`src/rtl/config_pkg.sv`:
```
// Shared types for the channel job-status tracker: the per-channel state encoding
// that software reads back and the command code values.
package config_pkg;

  typedef enum logic [1:0] {
    ST_IDLE  = 2'd0,
    ST_BUSY  = 2'd1,
    ST_DONE  = 2'd2,
    ST_ERROR = 2'd3
  } state_e;

  // Decoded command class; any code outside the three named values is BAD.
  typedef enum logic [1:0] {
    C_IDLE  = 2'd0,
    C_START = 2'd1,
    C_DONE  = 2'd2,
    C_BAD   = 2'd3
  } cmd_e;

  localparam int unsigned CMD_IDLE  = 0;
  localparam int unsigned CMD_START = 1;
  localparam int unsigned CMD_DONE  = 2;

endpackage

```
`src/rtl/chan_fsm.sv`:
```
// One channel of the tracker: job-status FSM with a BUSY watchdog timer and a
// saturating completed-job counter.
module chan_fsm
  import config_pkg::*;
#(
  parameter int unsigned CODE_W  = 4,
  parameter int unsigned TIMEOUT = 15,
  parameter int unsigned DCNT_W  = 8
) (
  input  logic              clk,
  input  logic              rst,
  input  logic              code_valid_i,
  input  logic [CODE_W-1:0] code_i,
  input  logic              ack_i,
  input  logic              clear_i,
  output state_e            state_o,
  output logic [DCNT_W-1:0] done_cnt_o
);

  localparam int unsigned TW = $clog2(TIMEOUT);
  localparam logic [TW-1:0] TMAX = TW'(TIMEOUT - 1);

  state_e            state_q, state_d;
  logic [TW-1:0]     timer_q, timer_d;
  logic [DCNT_W-1:0] cnt_q, cnt_d;
  logic              cnt_inc;
  cmd_e              cmd;

  always_comb begin
    cmd = C_BAD;
    if (code_i == CODE_W'(CMD_IDLE))       cmd = C_IDLE;
    else if (code_i == CODE_W'(CMD_START)) cmd = C_START;
    else if (code_i == CODE_W'(CMD_DONE))  cmd = C_DONE;
  end

  // Timer defaults to 0 so it can only be nonzero while staying in BUSY.
  always_comb begin
    state_d = state_q;
    timer_d = '0;
    cnt_inc = 1'b0;
    if (clear_i) begin
      state_d = ST_IDLE;
    end else begin
      case (state_q)
        ST_IDLE: begin
          if (code_valid_i) begin
            if (cmd == C_START)    state_d = ST_BUSY;
            else if (cmd == C_BAD) state_d = ST_ERROR;
          end
        end
        ST_BUSY: begin
          if (code_valid_i) begin
            case (cmd)
              C_DONE: begin
                state_d = ST_DONE;
                cnt_inc = 1'b1;
              end
              C_START: state_d = ST_BUSY;
              C_IDLE:  state_d = ST_IDLE;
              default: state_d = ST_ERROR;
            endcase
          end else if (timer_q == TMAX) begin
            state_d = ST_ERROR;
          end else begin
            timer_d = timer_q + 1'b1;
          end
        end
        ST_DONE: begin
          if (code_valid_i) begin
            case (cmd)
              C_START: state_d = ST_BUSY;
              C_IDLE:  state_d = ST_IDLE;
              C_DONE:  state_d = ST_DONE;
              default: state_d = ST_ERROR;
            endcase
          end else if (ack_i) begin
            state_d = ST_IDLE;
          end
        end
        default: state_d = ST_ERROR;
      endcase
    end
  end

  assign cnt_d = (cnt_inc && (cnt_q != '1)) ? cnt_q + 1'b1 : cnt_q;

  always_ff @(posedge clk or posedge rst) begin
    if (rst) begin
      state_q <= ST_IDLE;
      timer_q <= '0;
      cnt_q   <= '0;
    end else begin
      state_q <= state_d;
      timer_q <= timer_d;
      cnt_q   <= cnt_d;
    end
  end

  assign state_o    = state_q;
  assign done_cnt_o = cnt_q;

endmodule

```
`src/rtl/chan_state_tracker.sv`:
```
// Multi-channel job-status tracker: replicates chan_fsm per channel and packs the
// per-channel status into flat vectors plus busy/error summaries.
module chan_state_tracker
  import config_pkg::*;
#(
  parameter int unsigned NUM_CH  = 4,
  parameter int unsigned CODE_W  = 4,
  parameter int unsigned TIMEOUT = 15,
  parameter int unsigned DCNT_W  = 8
) (
  input  logic                     clk,
  input  logic                     rst,
  input  logic [NUM_CH-1:0]        code_valid,
  input  logic [NUM_CH*CODE_W-1:0] code,
  input  logic [NUM_CH-1:0]        ack,
  input  logic [NUM_CH-1:0]        clear,
  output logic [NUM_CH*2-1:0]      state_o,
  output logic [NUM_CH-1:0]        busy_mask,
  output logic                     err_any,
  output logic [NUM_CH*DCNT_W-1:0] done_cnt
);

  state_e            ch_state [NUM_CH];
  logic [NUM_CH-1:0] err_vec;

  for (genvar i = 0; i < NUM_CH; i++) begin : g_ch
    chan_fsm #(
      .CODE_W (CODE_W),
      .TIMEOUT(TIMEOUT),
      .DCNT_W (DCNT_W)
    ) u_chan (
      .clk         (clk),
      .rst         (rst),
      .code_valid_i(code_valid[i]),
      .code_i      (code[i*CODE_W +: CODE_W]),
      .ack_i       (ack[i]),
      .clear_i     (clear[i]),
      .state_o     (ch_state[i]),
      .done_cnt_o  (done_cnt[i*DCNT_W +: DCNT_W])
    );

    assign state_o[2*i +: 2] = ch_state[i];
    assign busy_mask[i]      = (ch_state[i] == ST_BUSY);
    assign err_vec[i]        = (ch_state[i] == ST_ERROR);
  end

  assign err_any = |err_vec;

endmodule

```
`config.mk`:
```
export PLATFORM = sky130hd
export DESIGN_NAME = chan_state_tracker
export DESIGN_NICKNAME = d
export VERILOG_FILES = /design/src/rtl/config_pkg.sv /design/src/rtl/chan_fsm.sv /design/src/rtl/chan_state_tracker.sv
export SDC_FILE = /design/constraint.sdc
export NUM_CORES = 1
export LEC_CHECK = 0
export CAP_MARGIN = 40
export CORE_MARGIN = 3
export CORE_UTILIZATION = 50
export DETAILED_ROUTE_END_ITERATION = 6
export DONT_BUFFER_PORTS = 1
export PLACE_DENSITY_LB_ADDON = 0.05
export REMOVE_ABC_BUFFERS = 1
export SLEW_MARGIN = 40
export SYNTH_ARGS = -nofsm -noshare
export SYNTH_HDL_FRONTEND = slang
export SYNTH_SLANG_ARGS = --single-unit
```
`constraint.sdc`:
```
create_clock -name clk -period 2.4 [get_ports clk]
set_clock_uncertainty 0.1 [all_clocks]
set_input_delay 0.36 -clock clk [delete_from_list [all_inputs] [get_ports clk]]
set_output_delay 0.36 -clock clk [all_outputs]
set_load 0.05 [all_outputs]
```
==> results of run 1 <==
==> routing by layer <==
layer / track usage / part of all wire
met3: 0.0543 / 0.065
met1: 0.216 / 0.44
met4: 0.0405 / 0.0046
met5: 0 / 0
met2: 0.296 / 0.49
==> through the flow <==
step	area, um^2	power, uW
after floorplan	2810	1220
after global placement	3210	1290
after detailed placement	3210	1300
after CTS	3340	1830
after global routing	3370	1900
final	3370	1800
==> state kept, by name (all words and copies together) (netlist names) <==
| register | flops |
|---|---|
| g_ch.u_chan.done_cnt_o | 32 |
| g_ch.u_chan.timer_q | 16 |
| g_ch.u_chan.state_o | 8 |
==> final cells by class <==
cell class / instances / area, um^2
Timing Repair Buffer: 49 / 385
Sequential cell: 56 / 1400
Tap cell: 70 / 87.6
Multi-Input combinational cell: 198 / 1360
Inverter: 13 / 48.8
Clock buffer: 8 / 90.1
Fill cell: 476 / 1900
==> worst paths after layout <==
check | to | startpoint | slack [ns] | depth (start not counted)
worst max-delay path | err_any | g_ch[2].u_chan.state_o[1] | 0.43 | 3
worst min-delay path | g_ch[1].u_chan.state_o[0] | code_valid[1] | 0.09 | 2
worst max register to register | g_ch[2].u_chan.done_cnt_o[1] | g_ch[2].u_chan.state_o[0] | 0.62 | 4
worst min register to register | g_ch[3].u_chan.timer_q[0] | g_ch[3].u_chan.timer_q[0] | 0.38 | 1
max in group asynchronous | g_ch[0].u_chan.timer_q[0] | rst | 1.12 | 3
min in group asynchronous | g_ch[1].u_chan.done_cnt_o[1] | rst | 0.45 | 2
==> power by group through the flow <==
stage               Clock (uW)  Combinational [uW]  Sequential, uW
finish                     514                 295             990
floorplan                    0                 114            1100
detailed placement           0                 288            1010
global placement             0                 286            1010
CTS                        542                 294             991
global route               582                 318             995
==> worst max-delay path, cell delays in order, from the launching register on <==
cell and delay, ns:
dfrtp_1 0.41, buf_4 0.22, a22oi_1 0.23, nand2_1 0.36
==> cells by family (layout without fill, tap and decap cells) <==
group | count (synthesis) | count (layout)
multiplexers | 5 | 5
flip-flops | 56 | 56
AND/OR/NAND/NOR | 115 | 115
adder cells (fa/ha/maj) | 12 | 12
XOR/XNOR | 35 | 35
AO/OA/AOI/OAI | 31 | 31
buffers and inverters | 13 | 70
==> placed cells by master (no fill, tap or decap), types with 3 or more instances in the layout <==
cell type      synthesis  layout
mux2_1                 3       3
xor2_1                12      12
nor2_1                28      28
nor3_2                 5       5
nor3_1                 8       8
nand3_1               19      19
nand2_1               17      17
inv_1                 13      12
clkbuf_8               0       6
nand2b_1               3       3
dlygate4sd3_1          0       7
nor2b_1                4       4
o21ai_0                6       6
a21oi_1               11      11
ha_1                  12      12
xnor2_1               23      23
buf_4                  0      42
dfrtp_1               56      56
and4_1                 3       3
nand4_1               11      11
and3_1                 8       8
==> run summary, run 1 <==
Status -> finished clean
# clock sinks -> 56
Worst Path Required -> 1.94 ns
Chip height -> 80.9 um
Setup tns final -> 0 ns
TritonRoute pass-1 iters -> 5
Compound-cell area share of the yosys netlist -> 0.0771
Clock power frac -> 0.286
Multiplexer share of the synthesized area -> 0.0201
Switch share -> 0.281
Top post-synthesis cells by area -> dfrtp_1 50%, xnor2_1 7.2%, ha_1 5.3%, nor2_1 3.7%, xor2_1 3.7%
Post-synth EDFFs -> 0
Min-delay worst type -> in2reg
FFs w/ async S/R, synth -> 1.00
Root Buffer -> clkbuf_8
Top cell type's share of synthesized area -> 0.499
Final slew viol count -> 0
Share of cells above drive strength 1 -> 0.198
Post-Syn Area -> 2810 um^2
Post-synth top area cell -> dfrtp_1
Top post-synthesis cells by count -> 56 x dfrtp_1, 28 x nor2_1, 23 x xnor2_1
Initial core utilization -> 0.533
Non-Filler Instances -> 394
Clock period minus worst slack -> 1.97 ns
CTS clock-pin slew for the worst setup and hold paths -> 0.09 ns
# resized after CTS -> 0
First-pass GRT wire length -> 8.85 mm
Vias per cell -> 5.44
Max Cap Viol -> 0
GPL Wtd Cong -> 0.827
Flop pwr share -> 0.550
Crit end category -> output pin
Fin crit share -> 0.821
Worst Path Arrival -> 1.51 ns
Fin nets -> 365
Die footprint -> 6550 um^2
Unrepaired setup endpoints after global routing -> no
Final worst setup slack -> 0.429 ns
Final hold vios -> 0
CP Class -> reg2out
Post-synthesis adder-cell area fraction -> 0.0535
Worst Path Max Fanout -> 7
CTS tree -> built
WL/cell -> 13.8 um
CTS Buf Count -> 5
NetSw -> 506 uW
H-tree depth -> 2
XOR/XNOR Fraction of Synth Area -> 0.109
I/O pins -> 75
Startpoint types -> register
Clk Latency, worst-skew pair -> 0.30 ns
Hold Worst Slack -> 0.0854 ns
Dpl hpwl -> 4.26 mm
Total number of yosys warnings -> 0
Worst vdd ir -> 358 uV
GRT Overall Usage -> 0.174
Peak Freq -> 0.507 GHz
Core footprint -> 5270 um^2
Post-layout util -> 0.639
Max clock buf depth -> 2
Largest net degree at the start of global routing -> 27
Most frequent cell after synthesis -> dfrtp_1
Die width -> 80.9 um
Dpl ws -> 0.628 ns
Hold_buf cts -> 4
Final number of setup-violating endpoints -> 0
Internal -> 1290 uW
Post-route ant nets -> 0
Initial DRC Count -> 71
Pwr dens -> 534 nW/um^2
Dpl cells -> 379
Slew @ Worst Pin -> 0.591 ns
Netlist cell types -> 40
Initial antenna violation count -> 0
FF+latch count, synth -> 56
Vias in the first global route -> 2,069
Ant diodes -> 0
Simple logic cell fraction of the synthesized area -> 0.223
Combinational family with the most area after synthesis -> simple AND/OR/NAND/NOR gates
Part of the power in combinational logic -> 0.164
Synthesis-to-layout area growth -> 20.1%
Relative slew slack -> 0.606
Seq/Total Area, Yosys -> 0.499
Port Buffers -> 0
Drt drc -> 0
Post-CTS setup buffer count -> 0
Post-Synthesis Cells -> 267
P_leak -> 0.00161 uW
Routed via count -> 2,143
Post-Route WL -> 5.46 mm
Row count -> 26
Global route total overflow -> 0
Syn Area/Cell -> 10.5 um^2
Top FF cell, synth -> dfrtp_1
Note: power is estimated with default switching activity, not from simulation.
==> run 2, diff against run 1 <==
--- a/config.mk
+++ b/config.mk
@@ -5,6 +5,7 @@
 export SDC_FILE = /design/constraint.sdc
 export NUM_CORES = 1
 export LEC_CHECK = 0
+export ABC_AREA = 1
 export CAP_MARGIN = 40
 export CORE_MARGIN = 3
 export CORE_UTILIZATION = 50
==> constraint.sdc (replaced) <==
create_clock -name clk -period 1.94 [get_ports clk]
set_clock_uncertainty 0.1 [all_clocks]
set_input_delay 0.291 -clock clk [delete_from_list [all_inputs] [get_ports clk]]
set_output_delay 0.291 -clock clk [all_outputs]
set_load 0.05 [all_outputs]
==> run summary, run 2 <==
P_leak -> 0.00233 uW (+45%)
H-tree depth -> 2 (unchanged)
Relative slew slack -> 0.636 (+0.0304)
Final number of setup-violating endpoints -> 0 (unchanged)
Die width -> 91.2 um (+13%)
Fin nets -> 585 (+60%)
Post-layout util -> 0.608 (-0.0316)
Most frequent cells in the layout -> 177 x nand2_1, 56 x dfrtp_1, 54 x nand3_1
Unrepaired setup endpoints after global routing -> no
Commonest non-fill, non-tap cell in the layout -> nand2_1
Final hold vios -> 0 (unchanged)
DR top layer -> met4
Hold Worst Slack -> 0.0256 ns (-0.0598 ns)
Ant diodes -> 0 (unchanged)
Core footprint -> 6910 um^2 (+31%)
Largest register FFs -> 32 (unchanged)
Fin crit share -> 0.860
Global route total overflow -> 0 (unchanged)
Crit-path leading delay family -> flip-flops
Worst Path Max Fanout -> 6 (-1)
Top FF cell, synth -> dfrtp_1
CTS clock-pin slew for the worst setup and hold paths -> 0.09 ns (about the same)
Peak Freq -> 0.600 GHz
Share of cells above drive strength 1 -> 0.184 (-0.0134)
Startpoint types -> register
Largest net degree at the start of global routing -> 33 (+22%)
Final worst setup slack -> 0.272 ns (-0.156 ns)
Max clock buf depth -> 2 (unchanged)
Netlist cell types -> 28 (-30%)
Multi-input logic area -> 2000 um^2 (+48%)
Slew @ Worst Pin -> 0.545 ns (-0.0463 ns)
Post-synth top area cell -> dfrtp_1
First-pass GRT wire length -> 13.2 mm (+49%)
Syn Area/Cell -> 7.43 um^2 (-29%)
Dpl ws -> 0.458 ns (-0.170 ns)
Post-route ant nets -> 0 (unchanged)
Worst vdd ir -> 438 uV (+22%)
# clock sinks -> 56 (unchanged)
CP Class -> reg2out
FFs w/ async S/R, synth -> 1.00 (unchanged)
Total Power -> 2800 uW (+56%)
Final slew viol count -> 0 (unchanged)
GRT Overall Usage -> 0.185 (+0.0115)
CTS tree -> built
Max stage delay cell, worst path -> dfrtp_1
Max Cap Viol -> 0 (unchanged)
Chip height -> 91.2 um (+13%)
Clk Latency, worst-skew pair -> 0.30 ns (about the same)
Post-Synthesis Cells -> 489 (+83%)
GPL Wtd Cong -> 0.846 (+2.2%)
Initial antenna violation count -> 0 (unchanged)
Pwr dens -> 668 nW/um^2 (+25%)
Buffers & Inverters on Critical Path -> 1 (unchanged)
FF+latch count, synth -> 56 (unchanged)
Most frequent cell after synthesis -> nand2_1
Status -> finished clean
WL/cell -> 11.6 um (-16%)
Routed via count -> 3,216 (+50%)
Register Area -> 1400 um^2 (unchanged)
Min-delay worst type -> in2reg
I/O pins -> 75 (unchanged)
Vias in the first global route -> 2,951 (+43%)
Hold_buf cts -> 1 (-3)
Worst Path Required -> 1.55 ns (-0.39 ns)
Post-Syn Area -> 3630 um^2 (+29%)
Post-Route WL -> 7.39 mm (+35%)
TritonRoute pass-1 iters -> 4 (-1)
CP Cell Sequence -> nand2_1, o2111ai_1, buf_4
Initial core utilization -> 0.526 (-0.00662)
Met3 wire length -> 393 um (+10%)
Drt drc -> 0 (unchanged)
Max incr delay on CP -> 0.55 ns (+0.14 ns)
Top post-synthesis cells by area -> dfrtp_1 39%, nand2_1 18%, nand3_1 7.4%, inv_1 5.1%, nor2_1 4.2%
Met1 wire length -> 3.39 mm (+42%)
Synthesis-to-layout area growth -> 15.6%
Crit end category -> output pin
Port Buffers -> 0 (unchanged)
Post-CTS setup buffer count -> 0 (unchanged)
Row count -> 30 (+15%)
Root Buffer -> clkbuf_8
Top post-synthesis cells by count -> 177 x nand2_1, 56 x dfrtp_1, 54 x nand3_1
Worst Path Arrival -> 1.28 ns (-0.23 ns)
Clock period minus worst slack -> 1.67 ns
Die footprint -> 8320 um^2 (+27%)
Total number of yosys warnings -> 0 (unchanged)
Filler cells -> 690 (+45%)
Routed met2 length -> 3.57 mm (+33%)
Dpl hpwl -> 5.70 mm (+34%)
Vias per cell -> 5.03 (-7.5%)
Top cell type's share of synthesized area -> 0.386 (-0.114)
# resized after CTS -> 0 (unchanged)
CTS Buf Count -> 5 (unchanged)
Post-synth EDFFs -> 0 (unchanged)
Initial DRC Count -> 102 (+44%)
Seq/Total Area, Yosys -> 0.386 (-0.114)
run 2: cell type report:
cell class	instances	area share
sequential	56	0.334
tap	96	0.0286
inverter	60	0.0542
clock buffer	6	0.0173
timing repair buffer	47	0.0876
clock inverter	1	0.00119
multi-input combinational	373	0.477
run 2: worst register-to-register path: stages (launching register included):
cell,delay (ns)
dfrtp_1,0.40
ha_1,0.25
nand3_1,0.12
nor2_2,0.05
nand2_2,0.17
nand3b_4,0.16
nand2_1,0.09
nand2_1,0.05
run 2: logic make-up after synthesis:
group,synth area share
buffers and inverters,0.0627
AOI/OAI and AO/OA,0.0279
and+or+nand+nor,0.441
xor gates and xnor gates,0.0410
DFF,0.386
adders and majority gates,0.0413
run 2: worst paths after layout:
kind / start / endpoint / slack [ns] / cells past startpoint
max reg2reg: g_ch[3].u_chan.done_cnt_o[0] / g_ch[3].u_chan.done_cnt_o[4] / 0.44 / 7
min in group asynchronous: rst / g_ch[1].u_chan.done_cnt_o[7] / 0.39 / 2
max in group asynchronous: rst / g_ch[0].u_chan.done_cnt_o[7] / 0.79 / 3
min: clear[0] / g_ch[0].u_chan.state_o[1] / 0.03 / 3
min reg2reg: g_ch[0].u_chan.timer_q[0] / g_ch[0].u_chan.timer_q[0] / 0.39 / 1
max: g_ch[0].u_chan.state_o[1] / err_any / 0.27 / 3
run 2: power breakdown:
| group | total, uW | leakage (uW) | switching [uW] | internal [uW] |
|---|---|---|---|---|
| combinational | 899 | 0.00152 | 646 | 253 |
| sequential | 1310 | 0.000765 | 74.0 | 1240 |
| clock | 592 | 0.0000410 | 346 | 247 |
run 2: routing by layer:
metal,vias to the layer above,GRT usage
met5,-,0
met4,0,0.0389
met3,2,0.0356
met2,74,0.315
met1,1477,0.245
li1,1663,-
run 2: stage by stage:
step	instances	TNS (ns)	instance area, um^2
floorplan	489	-0.154	3630
global placement	631	0	4110
detailed placement	631	0	4110
CTS	639	0	4200
global route	639	0	4200
finish	639	0	4200
